`src/rtl/lcd_text_driver_if.sv`:
```
// Write-port and status bundle between UI logic (master) and lcd_text_driver (slave).
interface lcd_text_driver_if #(
    parameter int RW_W = 1,
    parameter int CW_W = 4
);
    logic            wr_en;
    logic [RW_W-1:0] wr_row;
    logic [CW_W-1:0] wr_col;
    logic [7:0]      wr_char;
    logic            clr_req;
    logic            init_done;
    logic            busy;

    modport master (
        output wr_en, wr_row, wr_col, wr_char, clr_req,
        input  init_done, busy
    );

    modport slave (
        input  wr_en, wr_row, wr_col, wr_char, clr_req,
        output init_done, busy
    );
endinterface

```
`src/rtl/lcd_text_driver.sv`:
```
// HD44780 character-LCD driver: ROWS x COLS frame buffer, dirty-row refresh over the 8-bit bus.
// Define LCD_CURSOR_EN to add cursor_on/cursor_row/cursor_col and cursor control commands.
module lcd_text_driver #(
    parameter int ROWS       = 2,
    parameter int COLS       = 16,
    parameter int PWRUP_CYC  = 750000,
    parameter int CMD_CYC    = 2000,
    parameter int CLR_CYC    = 100000,
    parameter int E_HIGH_CYC = 25,
    parameter int RW_W       = ($clog2(ROWS) > 0) ? $clog2(ROWS) : 1,
    parameter int CW_W       = $clog2(COLS)
) (
    input  logic                clk,
    input  logic                reset_n,
    lcd_text_driver_if.slave    bus,
`ifdef LCD_CURSOR_EN
    input  logic                cursor_on,
    input  logic [RW_W-1:0]     cursor_row,
    input  logic [CW_W-1:0]     cursor_col,
`endif
    output logic                lcd_rs,
    output logic                lcd_rw,
    output logic                lcd_e,
    output logic [7:0]          lcd_data
);

    typedef enum logic [2:0] {PWRUP, INIT, IDLE, ADDR, DATA, SETUP, STROBE} state_t;

    state_t          state_r;
    state_t          ret_r;
    logic [31:0]     cnt_r;
    logic [31:0]     slot_r;
    logic [2:0]      init_idx_r;
    logic [RW_W-1:0] row_r;
    logic [RW_W-1:0] last_r;
    logic [CW_W:0]   col_r;
    logic [ROWS-1:0] dirty_r;
    logic [7:0]      fb_r [ROWS][COLS];
    logic            lcd_rs_r;
    logic            lcd_e_r;
    logic [7:0]      lcd_data_r;
    logic            init_done_r;
    logic            busy_r;
    logic            found_s;
    logic [RW_W-1:0] found_row_s;
    logic            wr_ok_s;
    logic            dirty_clr_s;

`ifdef LCD_CURSOR_EN
    logic            cur_on_sent_r;
    logic            cur_resync_r;
    logic            cur_mode_r;
    logic [RW_W-1:0] cur_row_sent_r;
    logic [CW_W-1:0] cur_col_sent_r;
    logic            cur_need_s;

    assign cur_need_s = (cursor_on != cur_on_sent_r) ||
                        (cursor_on && (cur_resync_r || (cursor_row != cur_row_sent_r) ||
                                       (cursor_col != cur_col_sent_r)));
`endif

    function automatic logic [7:0] init_cmd(input logic [2:0] idx);
        case (idx)
            3'd0:    init_cmd = (ROWS == 1) ? 8'h30 : 8'h38;
            3'd1:    init_cmd = 8'h0C;
            3'd2:    init_cmd = 8'h01;
            3'd3:    init_cmd = 8'h06;
            default: init_cmd = 8'h0C;
        endcase
    endfunction

    // Odd rows live at 0x40; rows 2/3 continue the 0x00/0x40 lines after COLS characters.
    function automatic logic [6:0] row_base(input logic [RW_W-1:0] r);
        int ri;
        ri = int'(r);
        row_base = 7'(((ri % 2) * 64) + ((ri / 2) * COLS));
    endfunction

    assign wr_ok_s     = bus.wr_en && (32'(bus.wr_row) < 32'(ROWS)) && (32'(bus.wr_col) < 32'(COLS));
    assign dirty_clr_s = (state_r == IDLE) && found_s;

    assign bus.init_done = init_done_r;
    assign bus.busy      = busy_r;
    assign lcd_rs        = lcd_rs_r;
    assign lcd_rw        = 1'b0;
    assign lcd_e         = lcd_e_r;
    assign lcd_data      = lcd_data_r;

    // Round-robin search for the next dirty row, starting after the last one serviced.
    always_comb begin
        found_s     = 1'b0;
        found_row_s = '0;
        for (int k = 1; k <= ROWS; k++) begin
            if (!found_s && dirty_r[(int'(last_r) + k) % ROWS]) begin
                found_s     = 1'b1;
                found_row_s = RW_W'((int'(last_r) + k) % ROWS);
            end else begin
                found_s     = found_s;
            end
        end
    end

    // Frame buffer and dirty bits; clear lands before a same-cycle write, and a write re-marks a row being picked up.
    always_ff @(posedge clk or negedge reset_n) begin
        if (!reset_n) begin
            for (int r = 0; r < ROWS; r++) begin
                for (int c = 0; c < COLS; c++) begin
                    fb_r[r][c] <= 8'h20;
                end
            end
            dirty_r <= '1;
        end else begin
            if (dirty_clr_s) begin
                dirty_r[found_row_s] <= 1'b0;
            end
            if (bus.clr_req) begin
                for (int r = 0; r < ROWS; r++) begin
                    for (int c = 0; c < COLS; c++) begin
                        fb_r[r][c] <= 8'h20;
                    end
                end
                dirty_r <= '1;
            end
            if (wr_ok_s) begin
                fb_r[bus.wr_row][bus.wr_col] <= bus.wr_char;
                dirty_r[bus.wr_row]          <= 1'b1;
            end
        end
    end

    // Controller: issue states load RS/data, SETUP/STROBE run the E pulse and the slot for every byte.
    always_ff @(posedge clk or negedge reset_n) begin
        if (!reset_n) begin
            state_r     <= PWRUP;
            ret_r       <= INIT;
            cnt_r       <= 32'd0;
            slot_r      <= 32'(CMD_CYC);
            init_idx_r  <= 3'd0;
            row_r       <= '0;
            last_r      <= RW_W'(ROWS - 1);
            col_r       <= '0;
            lcd_rs_r    <= 1'b0;
            lcd_e_r     <= 1'b0;
            lcd_data_r  <= 8'h00;
            init_done_r <= 1'b0;
            busy_r      <= 1'b1;
`ifdef LCD_CURSOR_EN
            cur_on_sent_r  <= 1'b0;
            cur_resync_r   <= 1'b0;
            cur_mode_r     <= 1'b0;
            cur_row_sent_r <= '0;
            cur_col_sent_r <= '0;
`endif
        end else begin
            case (state_r)
                PWRUP: begin
                    if (cnt_r == 32'(PWRUP_CYC - 1)) begin
                        cnt_r      <= 32'd0;
                        init_idx_r <= 3'd0;
                        state_r    <= INIT;
                    end else begin
                        cnt_r <= cnt_r + 32'd1;
                    end
                end
                INIT: begin
                    if (init_idx_r == 3'd4) begin
                        init_done_r <= 1'b1;
                        state_r     <= IDLE;
                    end else begin
                        lcd_rs_r   <= 1'b0;
                        lcd_data_r <= init_cmd(init_idx_r);
                        slot_r     <= (init_idx_r == 3'd2) ? 32'(CLR_CYC) : 32'(CMD_CYC);
                        init_idx_r <= init_idx_r + 3'd1;
                        ret_r      <= INIT;
                        state_r    <= SETUP;
                    end
                end
                IDLE: begin
                    if (found_s) begin
                        row_r   <= found_row_s;
                        last_r  <= found_row_s;
                        busy_r  <= 1'b1;
                        state_r <= ADDR;
`ifdef LCD_CURSOR_EN
                    end else if (cur_need_s) begin
                        lcd_rs_r      <= 1'b0;
                        lcd_data_r    <= cursor_on ? 8'h0E : 8'h0C;
                        slot_r        <= 32'(CMD_CYC);
                        cur_on_sent_r <= cursor_on;
                        cur_mode_r    <= 1'b1;
                        busy_r        <= 1'b1;
                        ret_r         <= ADDR;
                        state_r       <= SETUP;
`endif
                    end else begin
                        busy_r <= 1'b0;
                    end
                end
                ADDR: begin
                    lcd_rs_r <= 1'b0;
                    slot_r   <= 32'(CMD_CYC);
                    col_r    <= '0;
                    state_r  <= SETUP;
`ifdef LCD_CURSOR_EN
                    if (cur_mode_r) begin
                        lcd_data_r     <= {1'b1, row_base(cursor_row) + 7'(cursor_col)};
                        cur_row_sent_r <= cursor_row;
                        cur_col_sent_r <= cursor_col;
                        cur_resync_r   <= 1'b0;
                        cur_mode_r     <= 1'b0;
                        ret_r          <= IDLE;
                    end else begin
                        lcd_data_r <= {1'b1, row_base(row_r)};
                        ret_r      <= DATA;
                    end
`else
                    lcd_data_r <= {1'b1, row_base(row_r)};
                    ret_r      <= DATA;
`endif
                end
                DATA: begin
                    if (32'(col_r) == 32'(COLS)) begin
                        state_r <= IDLE;
`ifdef LCD_CURSOR_EN
                        cur_resync_r <= 1'b1;
`endif
                    end else begin
                        lcd_rs_r   <= 1'b1;
                        lcd_data_r <= fb_r[row_r][col_r[CW_W-1:0]];
                        slot_r     <= 32'(CMD_CYC);
                        col_r      <= col_r + 1'b1;
                        ret_r      <= DATA;
                        state_r    <= SETUP;
                    end
                end
                SETUP: begin
                    lcd_e_r <= 1'b1;
                    cnt_r   <= 32'd0;
                    state_r <= STROBE;
                end
                STROBE: begin
                    // The issue state that follows holds the old byte one more cycle, completing the slot.
                    if (cnt_r == slot_r - 32'd2) begin
                        lcd_e_r <= 1'b0;
                        state_r <= ret_r;
                    end else begin
                        lcd_e_r <= ((cnt_r + 32'd1) < 32'(E_HIGH_CYC));
                        cnt_r   <= cnt_r + 32'd1;
                    end
                end
                default: begin
                    lcd_e_r <= 1'b0;
                    state_r <= PWRUP;
                end
            endcase
        end
    end

endmodule

```
`src/flat_wrapper.sv`:
```
// flat-port wrapper written by rule: the top's interface ports become plain ports
module lcd_text_driver_flat 
#(
    parameter int ROWS       = 2,
    parameter int COLS       = 16,
    parameter int PWRUP_CYC  = 750000,
    parameter int CMD_CYC    = 2000,
    parameter int CLR_CYC    = 100000,
    parameter int E_HIGH_CYC = 25,
    parameter int RW_W       = ($clog2(ROWS) > 0) ? $clog2(ROWS) : 1,
    parameter int CW_W       = $clog2(COLS)
)
  (clk, reset_n, lcd_rs, lcd_rw, lcd_e, lcd_data, bus_wr_en, bus_wr_row, bus_wr_col, bus_wr_char, bus_clr_req, bus_init_done, bus_busy);
  lcd_text_driver_if #(.RW_W(RW_W), .CW_W(CW_W)) bus_i ();
  input  logic clk;
  input  logic reset_n;
  output logic lcd_rs;
  output logic lcd_rw;
  output logic lcd_e;
  output logic [7:0] lcd_data;
  input wire logic [$bits(bus_i.wr_en)-1:0] bus_wr_en;
  input wire logic [$bits(bus_i.wr_row)-1:0] bus_wr_row;
  input wire logic [$bits(bus_i.wr_col)-1:0] bus_wr_col;
  input wire logic [$bits(bus_i.wr_char)-1:0] bus_wr_char;
  input wire logic [$bits(bus_i.clr_req)-1:0] bus_clr_req;
  output wire logic [$bits(bus_i.init_done)-1:0] bus_init_done;
  output wire logic [$bits(bus_i.busy)-1:0] bus_busy;
  assign bus_i.wr_en = bus_wr_en;
  assign bus_i.wr_row = bus_wr_row;
  assign bus_i.wr_col = bus_wr_col;
  assign bus_i.wr_char = bus_wr_char;
  assign bus_i.clr_req = bus_clr_req;
  assign bus_init_done = bus_i.init_done;
  assign bus_busy = bus_i.busy;
  lcd_text_driver #(.ROWS(ROWS), .COLS(COLS), .PWRUP_CYC(PWRUP_CYC), .CMD_CYC(CMD_CYC), .CLR_CYC(CLR_CYC), .E_HIGH_CYC(E_HIGH_CYC), .RW_W(RW_W), .CW_W(CW_W)) u_core (.clk(clk), .reset_n(reset_n), .bus(bus_i), .lcd_rs(lcd_rs), .lcd_rw(lcd_rw), .lcd_e(lcd_e), .lcd_data(lcd_data));
endmodule
```
`config.mk`:
```
export PLATFORM = sky130hd
export DESIGN_NAME = lcd_text_driver_flat
export DESIGN_NICKNAME = d
export VERILOG_FILES = /design/src/rtl/lcd_text_driver_if.sv /design/src/rtl/lcd_text_driver.sv /design/src/flat_wrapper.sv
export SDC_FILE = /design/constraint.sdc
export NUM_CORES = 1
export LEC_CHECK = 0
export CAP_MARGIN = 15
export CORE_MARGIN = 4
export CORE_UTILIZATION = 55
export DETAILED_ROUTE_END_ITERATION = 12
export GPL_TIMING_DRIVEN = 0
export PLACE_DENSITY = 0.8
export SLEW_MARGIN = 20
export SYNTH_ARGS = -nofsm -noshare
export SYNTH_HDL_FRONTEND = slang
export SYNTH_SLANG_ARGS = --single-unit
```
`constraint.sdc`:
```
create_clock -name clk -period 2.7 [get_ports clk]
set_input_delay 0.81 -clock clk [delete_from_list [all_inputs] [get_ports clk]]
set_output_delay 0.81 -clock clk [all_outputs]
set_load 0.005 [all_outputs]
```
==> run_results.csv, run 1 <==
group,metric,value,unit
placement,globalplace.congestion,1.05,
synthesis,synth_seq_area_share,47.2,%
power,pwr_density_cell,520,nW/um^2
routing,wl_per_cell,25.4,um
cells_and_area,design_area,19400,um^2
setup_path,crit_fanout,10,
die,rows,64,
setup_path,crit_slowest_cell,"nor3_1",
die,dieArea,33800,um^2
power,p_seq_share,48.3,%
cts,cts_max_path_buffers,3,
setup_path,reg2reg_slack,30,ps
die,dieHeight,184,um
power,p_sw,0.00245,W
synthesis,syn_avg_cell_area,9.52,um^2
synthesis,synth_area,17000,um^2
routing,wirelength,58.0,mm
cts,numCtsBuffers,36,
cts,cts_tree,"built",
placement,numPortBuffers,25,
power,p_comb_share,5.7,%
status,outcome,"finished with violations",
cells_and_area,layout-drive-gt1-share,15.8,%
global_routing,grt_max_degree,101,
routing,vias_per_cell,6.62,
setup_path,slowest_delay,910,ps
worst_hold_path,min_path_type,"input port to async pin",
cts,cts_root_buf,"clkbuf_16",
sta,fin_crit_sh,106,%
cells_and_area,final_cell_mix,"415 x nand2_1, 279 x dfrtp_1, 204 x o21ai_0",
job,maxCapViolCount,0,
setup_path,criticalPathCategory,"input port to flip-flop",
global_routing,grt_util_all_layers,34.1,%
cts,insertion_delay,540,ps
sta,setup_viol,25,
placement,hpwl,38.9,mm
cells_and_area,num-fill-cells,2477,
power,switching_share,24.4,%
power,cellLeakagePower,8.07,nW
setup_path,path_buf_inv,2,
cts,clk_pin_slew,60,ps
cells_and_area,nNetsFinal,1888,
routing,ant_nets,0,
sta,post-route-min-period,2860,ps
setup_path,arrival,3330,ps
sta,rsz0062_at_grt,"yes",
placement,place_ws,-950,ps
setup_path,crit_family,"simple AND/OR/NAND/NOR gates",
sta,slew_violations,0,
setup_path,cpMostUsedCell,"nand2_1",
setup_path,r2r-start,"u_core.cnt_r[8]$_DFFE_PN0P_",
setup_path,path_cells,"clkdlybuf4s50_1 > clkbuf_2 > nor2b_1 > nand3_1 > nor3_1 > nand2_1 > nand2_1",
synthesis,ys.flop_type,"dfrtp_1",
synthesis,synth_warnings,0,
routing,vias,15100,
power,pwr-share-clk,45.9,%
die,start_util,55.7,%
global_routing,antenna_found_initial,1,
cells_and_area,antenna_cells,0,
synthesis,ys_ff_latch,319,
placement,post_dp_cell_area,17900,um^2
global_routing,grt_pass1_vias,14800,
synthesis,syn_nets,1817,
synthesis,synthCells,1789,
cells_and_area,register_area,8030,um^2
setup_path,start_kind,"input port",
routing,drt_iter0_drc,2057,
cts,clock-sinks,319,
setup_path,end_kind,"flip-flop",
synthesis,synth_cell_types,66,
global_routing,grt.overflow.total,0,
status,violations,"setup timing",
sta,worstMarginPinSlew,1120,ps
synthesis,async_flop_share,100,%
setup_path,cp.required,3170,ps
cells_and_area,multiInputGateArea,8580,um^2
sta,setup_ws,-164,ps
sta,hold_violations,0,
setup_path,worst-r2r-cell-count,8,
sta,skew,24.3,ps
global_routing,grt_pass1_wl,87.8,mm
power,ir_drop,536,uV
placement,dp_cells,2213,
power,internal-power,0.00763,W
cells_and_area,synthToLayoutAreaGrowth,13.8,%
cells_and_area,layout_commonest_cell,"nand2_1",
sta,final.setup.tns,-2130,ps
sta,fmax,0.349,GHz
routing,drc_errors,0,
synthesis,synth_edf_count,0,
cells_and_area,instances_no_fill,2283,
die,core_area,30600,um^2
setup_path,r2r-end,"u_core.cnt_r[26]$_DFFE_PN0P_",
routing,firstDrtPassIters,6,
die,die_w,184,um
die,ios,30,
sta,slew_headroom,25.4,%
cts,h-tree-depth,2,
registers in the layout, indices dropped and copies added, names as in the netlist:
register	count
u_core.last_r	1
u_core.lcd_e	1
u_core.row_r	1
u_core.cnt_r	32
u_core.lcd_rs	1
u_core.slot_r	2
u_core.fb_r	256
u_core.col_r	5
u_core.lcd_data	8
u_core.ret_r	2
u_core.dirty_r	2
u_core.init_idx_r	3
u_core.bus.init_done	1
u_core.state_r	3
u_core.bus.busy	1
per-layer routing:
metal | share of wire, % | track usage, % | wire (um)
met3 | 13 | 8.71 | 7380
met2 | 43 | 50.4 | 24800
met4 | 6.6 | 17.8 | 3840
met1 | 38 | 47.0 | 21900
met5 | 0.11 | 0 | 62
timing repair:
| item | in CTS | in global routing |
|---|---|---|
| setup buffers | 1 | 5 |
| endpoints found under the hold margin | 0 | 0 |
| pin swaps | 2 | 2 |
| resized for setup | 61 | 72 |
| endpoints found under the setup margin | 183 | 226 |
| hold buffers | 0 | 0 |
cell type report:
type	count	area share, %
tap	396	2.56
buffer	133	3.82
clock buffer	56	5.30
inverter	14	0.271
multi-input combinational	1322	44.3
timing repair buffer	34	1.98
clock inverter	9	0.329
sequential	319	41.5
power by group through the flow:
stage	Sequential [W]	Combinational (W)	Clock (W)
after detailed placement	0.00495	0.000541	0
after global placement	0.00496	0.000519	0
after global routing	0.00487	0.000599	0.00485
final	0.00487	0.000577	0.00463
after CTS	0.00487	0.000546	0.00463
after floorplan	0.00495	0.000235	0
Yosys cell counts (all sizes together) (4+ instances only):
cell / number / share of area [%]
a21o: 4 / 0.18
nand3: 26 / 0.76
nor4b: 4 / 0.29
and3: 12 / 0.44
dfstp: 38 / 5.9
and2: 4 / 0.16
nand2b: 148 / 5.4
or3: 9 / 0.39
inv: 14 / 0.31
nand2: 415 / 9.1
nor2b: 10 / 0.37
mux2i: 14 / 0.82
buf: 31 / 1.2
nand3b: 95 / 4.2
xor2: 11 / 0.57
o21ai: 206 / 6.1
a31o: 5 / 0.31
dfrtp: 281 / 41
mux4: 80 / 11
a21oi: 50 / 1.5
nand4b: 4 / 0.21
clkbuf: 103 / 2.3
nor4: 9 / 0.42
a31oi: 8 / 0.29
o31ai: 9 / 0.40
ha: 11 / 0.81
a22o: 7 / 0.36
nor2: 103 / 2.3
nand4: 21 / 0.77
nor3: 22 / 0.68
through the flow:
step | total power (W) | hold slack [ps] | util [%]
floorplan | 0.00518 | 439 | -
global placement | 0.00548 | 453 | 58.1
detailed placement | 0.00550 | 461 | 58.5
CTS | 0.0101 | 228 | 62.6
global route | 0.0103 | 249 | 63.3
finish | 0.0101 | 195 | 63.3
cell families (layout without fill, tap and decap cells):
group	count (synthesis)	count (layout)	synth area share, %
buf+inv	148	246	3.75
other cells	1	1	0.0220
compound gates	313	313	10.2
flops	319	319	47.2
simple gates	889	889	25.9
fa+ha+maj	11	11	0.808
mux	96	96	11.5
xor+xnor	12	12	0.617
worst max-delay path by stage:
stage                              from                          to  slack, ps  cells after the start
final                     bus_wr_col[2]   u_core.fb_r[62]$_DFF_PN0_       -160                      7
after global routing      bus_wr_col[2]   u_core.fb_r[50]$_DFF_PN0_       -200                      8
after CTS                 bus_wr_col[2]   u_core.fb_r[31]$_DFF_PN0_       -200                      6
after detailed placement  bus_wr_col[1]  u_core.fb_r[142]$_DFF_PN0_       -950                      7
after global placement          reset_n   u_core.fb_r[52]$_DFF_PN0_     -13070                      1
after floorplan           bus_wr_col[1]  u_core.fb_r[142]$_DFF_PN0_        380                      6
(Power assumes the default switching activity.)
==> run 2, diff against run 1 <==
- SLEW_MARGIN: 20 -> 30
==> run_results.csv, run 2 (synthesis results as in run 1) <==
group,metric,value,unit
cells_and_area,largest_reg_flops,256,
sta,setup_ws,-42.8,ps
sta,skew,21.5,ps
setup_path,end_kind,"flip-flop",
setup_path,crit_fanout,10,
status,outcome,"finished with violations",
sta,slew_violations,0,
sta,rsz0062_at_grt,"yes",
routing,wl_per_cell,25.4,um
cells_and_area,multiInputGateArea,8570,um^2
cts,clock-sinks,319,
cells_and_area,largest_register,"u_core.fb_r",
routing,ant_nets,0,
cts,ctsHoldBuffers,0,
routing,vias_per_cell,6.66,
setup_path,slowest_delay,500,ps
setup_path,crit_family,"simple AND/OR/NAND/NOR gates",
sta,post-route-min-period,2740,ps
global_routing,grt_pass1_wl,88.4,mm
placement,numPortBuffers,25,
sta,slew_headroom,27.0,%
cts,clk_pin_slew,60,ps
routing,firstDrtPassIters,6,
placement,hpwl,39.0,mm
die,rows,64,
global_routing,grt.overflow.total,0,
global_routing,grt_pass1_vias,14800,
die,start_util,55.7,%
die,dieArea,33800,um^2
routing,drt_iter0_drc,2128,
status,violations,"setup timing",
routing,wirelength,58.2,mm
cells_and_area,layout-drive-gt1-share,16.4,%
sta,fin_crit_sh,102,%
die,die_w,184,um
setup_path,arrival,3180,ps
cells_and_area,nNetsFinal,1892,
power,pwr_density_cell,525,nW/um^2
power,cellLeakagePower,8.16,nW
placement,globalplace.congestion,1.05,
setup_path,cp.required,3130,ps
sta,worstMarginPinSlew,1100,ps
cts,numCtsBuffers,36,
sta,fmax,0.365,GHz
power,ir_drop,582,uV
die,ios,30,
cts,cts_max_path_buffers,3,
cells_and_area,design_area,19500,um^2
cells_and_area,register_area,8030,um^2
setup_path,path_cells,"clkbuf_1 > nor2b_1 > nand3_1 > nor2_2 > clkbuf_2 > nand2_1 > o21ai_0",
cts,insertion_delay,530,ps
setup_path,start_kind,"input port",
global_routing,grt_max_degree,77,
cells_and_area,final_cell_mix,"414 x nand2_1, 279 x dfrtp_1, 204 x o21ai_0",
placement,post_dp_cell_area,17900,um^2
cts,h-tree-depth,2,
cts,cts_tree,"built",
global_routing,antenna_found_initial,1,
setup_path,criticalPathCategory,"input port to flip-flop",
cells_and_area,final_core_util,63.8,%
cells_and_area,layout_commonest_cell,"nand2_1",
job,maxCapViolCount,0,
setup_path,crit_slowest_cell,"nor2b_1",
sta,setup_viol,8,
cts,cts_root_buf,"clkbuf_16",
setup_path,path_buf_inv,2,
power,finalPower,0.0102,W
cells_and_area,num-fill-cells,2471,
sta,hold_ws,215,ps
die,dieHeight,184,um
sta,hold_violations,0,
worst_hold_path,min_path_type,"input port to async pin",
global_routing,grt_util_all_layers,34.3,%
cells_and_area,synthToLayoutAreaGrowth,14.6,%
routing,drc_errors,0,
routing,vias,15200,
die,core_area,30600,um^2
==> run 2: stage by stage <==
stage                     setup TNS, ps  cells  setup slack [ps]
final                              -123   2288             -42.8
after detailed placement        -141070   2214              -942
after CTS                         -2370   2282              -112
after floorplan                       0   1789               377
after global placement         -4132780   2210            -13070
after global routing               -299   2287             -35.3
==> run 2: worst paths after layout <==
path,startpoint,end,slack (ps),cells past startpoint
hold reg to reg,u_core.ret_r[0]$_DFFE_PN1P_,u_core.ret_r[0]$_DFFE_PN1P_,470,2
setup / recovery,bus_wr_en,u_core.fb_r[132]$_DFF_PN0_,-40,7
setup reg to reg,u_core.col_r[0]$_DFFE_PN0P_,u_core.lcd_data[6]$_DFFE_PN0P_,0,9
max in group asynchronous,reset_n,u_core.fb_r[101]$_DFF_PN1_,1380,3
min in group clk,u_core.ret_r[0]$_DFFE_PN1P_,u_core.ret_r[0]$_DFFE_PN1P_,470,2
hold / removal,reset_n,u_core.cnt_r[29]$_DFFE_PN0P_,210,1
==> run 2: report_power, final <==
| part | total [W] | internal [W] | leakage [nW] | switching, W |
|---|---|---|---|---|
| clock | 0.00479 | 0.00281 | 0.567 | 0.00198 |
| combinational | 0.000584 | 0.000160 | 3.30 | 0.000424 |
| sequential | 0.00487 | 0.00484 | 4.30 | 0.0000314 |
| total | 0.0102 | 0.00781 | 8.16 | 0.00243 |
==> run 2: layout make-up <==
type | count | area share, %
flip-flops and latches | 319 | 41.2
clock inverters | 6 | 0.192
inverters | 14 | 0.269
repair buffers | 37 | 2.24
well taps | 396 | 2.54
plain buffers | 134 | 3.94
diodes | 1 | 0.0128
multi-input cells | 1322 | 43.9
clock buffers | 59 | 5.68
==> run 2: routing by layer <==
metal	global-route usage, %	vias up	wire length (um)
met5	0	-	13
met4	17.2	2	3640
met3	9.66	240	7980
met2	50.6	1186	25200
met1	46.8	7476	21400
li1	-	6345	-
==> run 2: timing repair <==
action | 4_1_cts | 5_1_grt
resized for setup | 61 | 86
buffers inserted | 3 | 5
setup endpoints to repair | 189 | 221
pin swaps | 2 | 1
hold endpoints to repair | 0 | 0
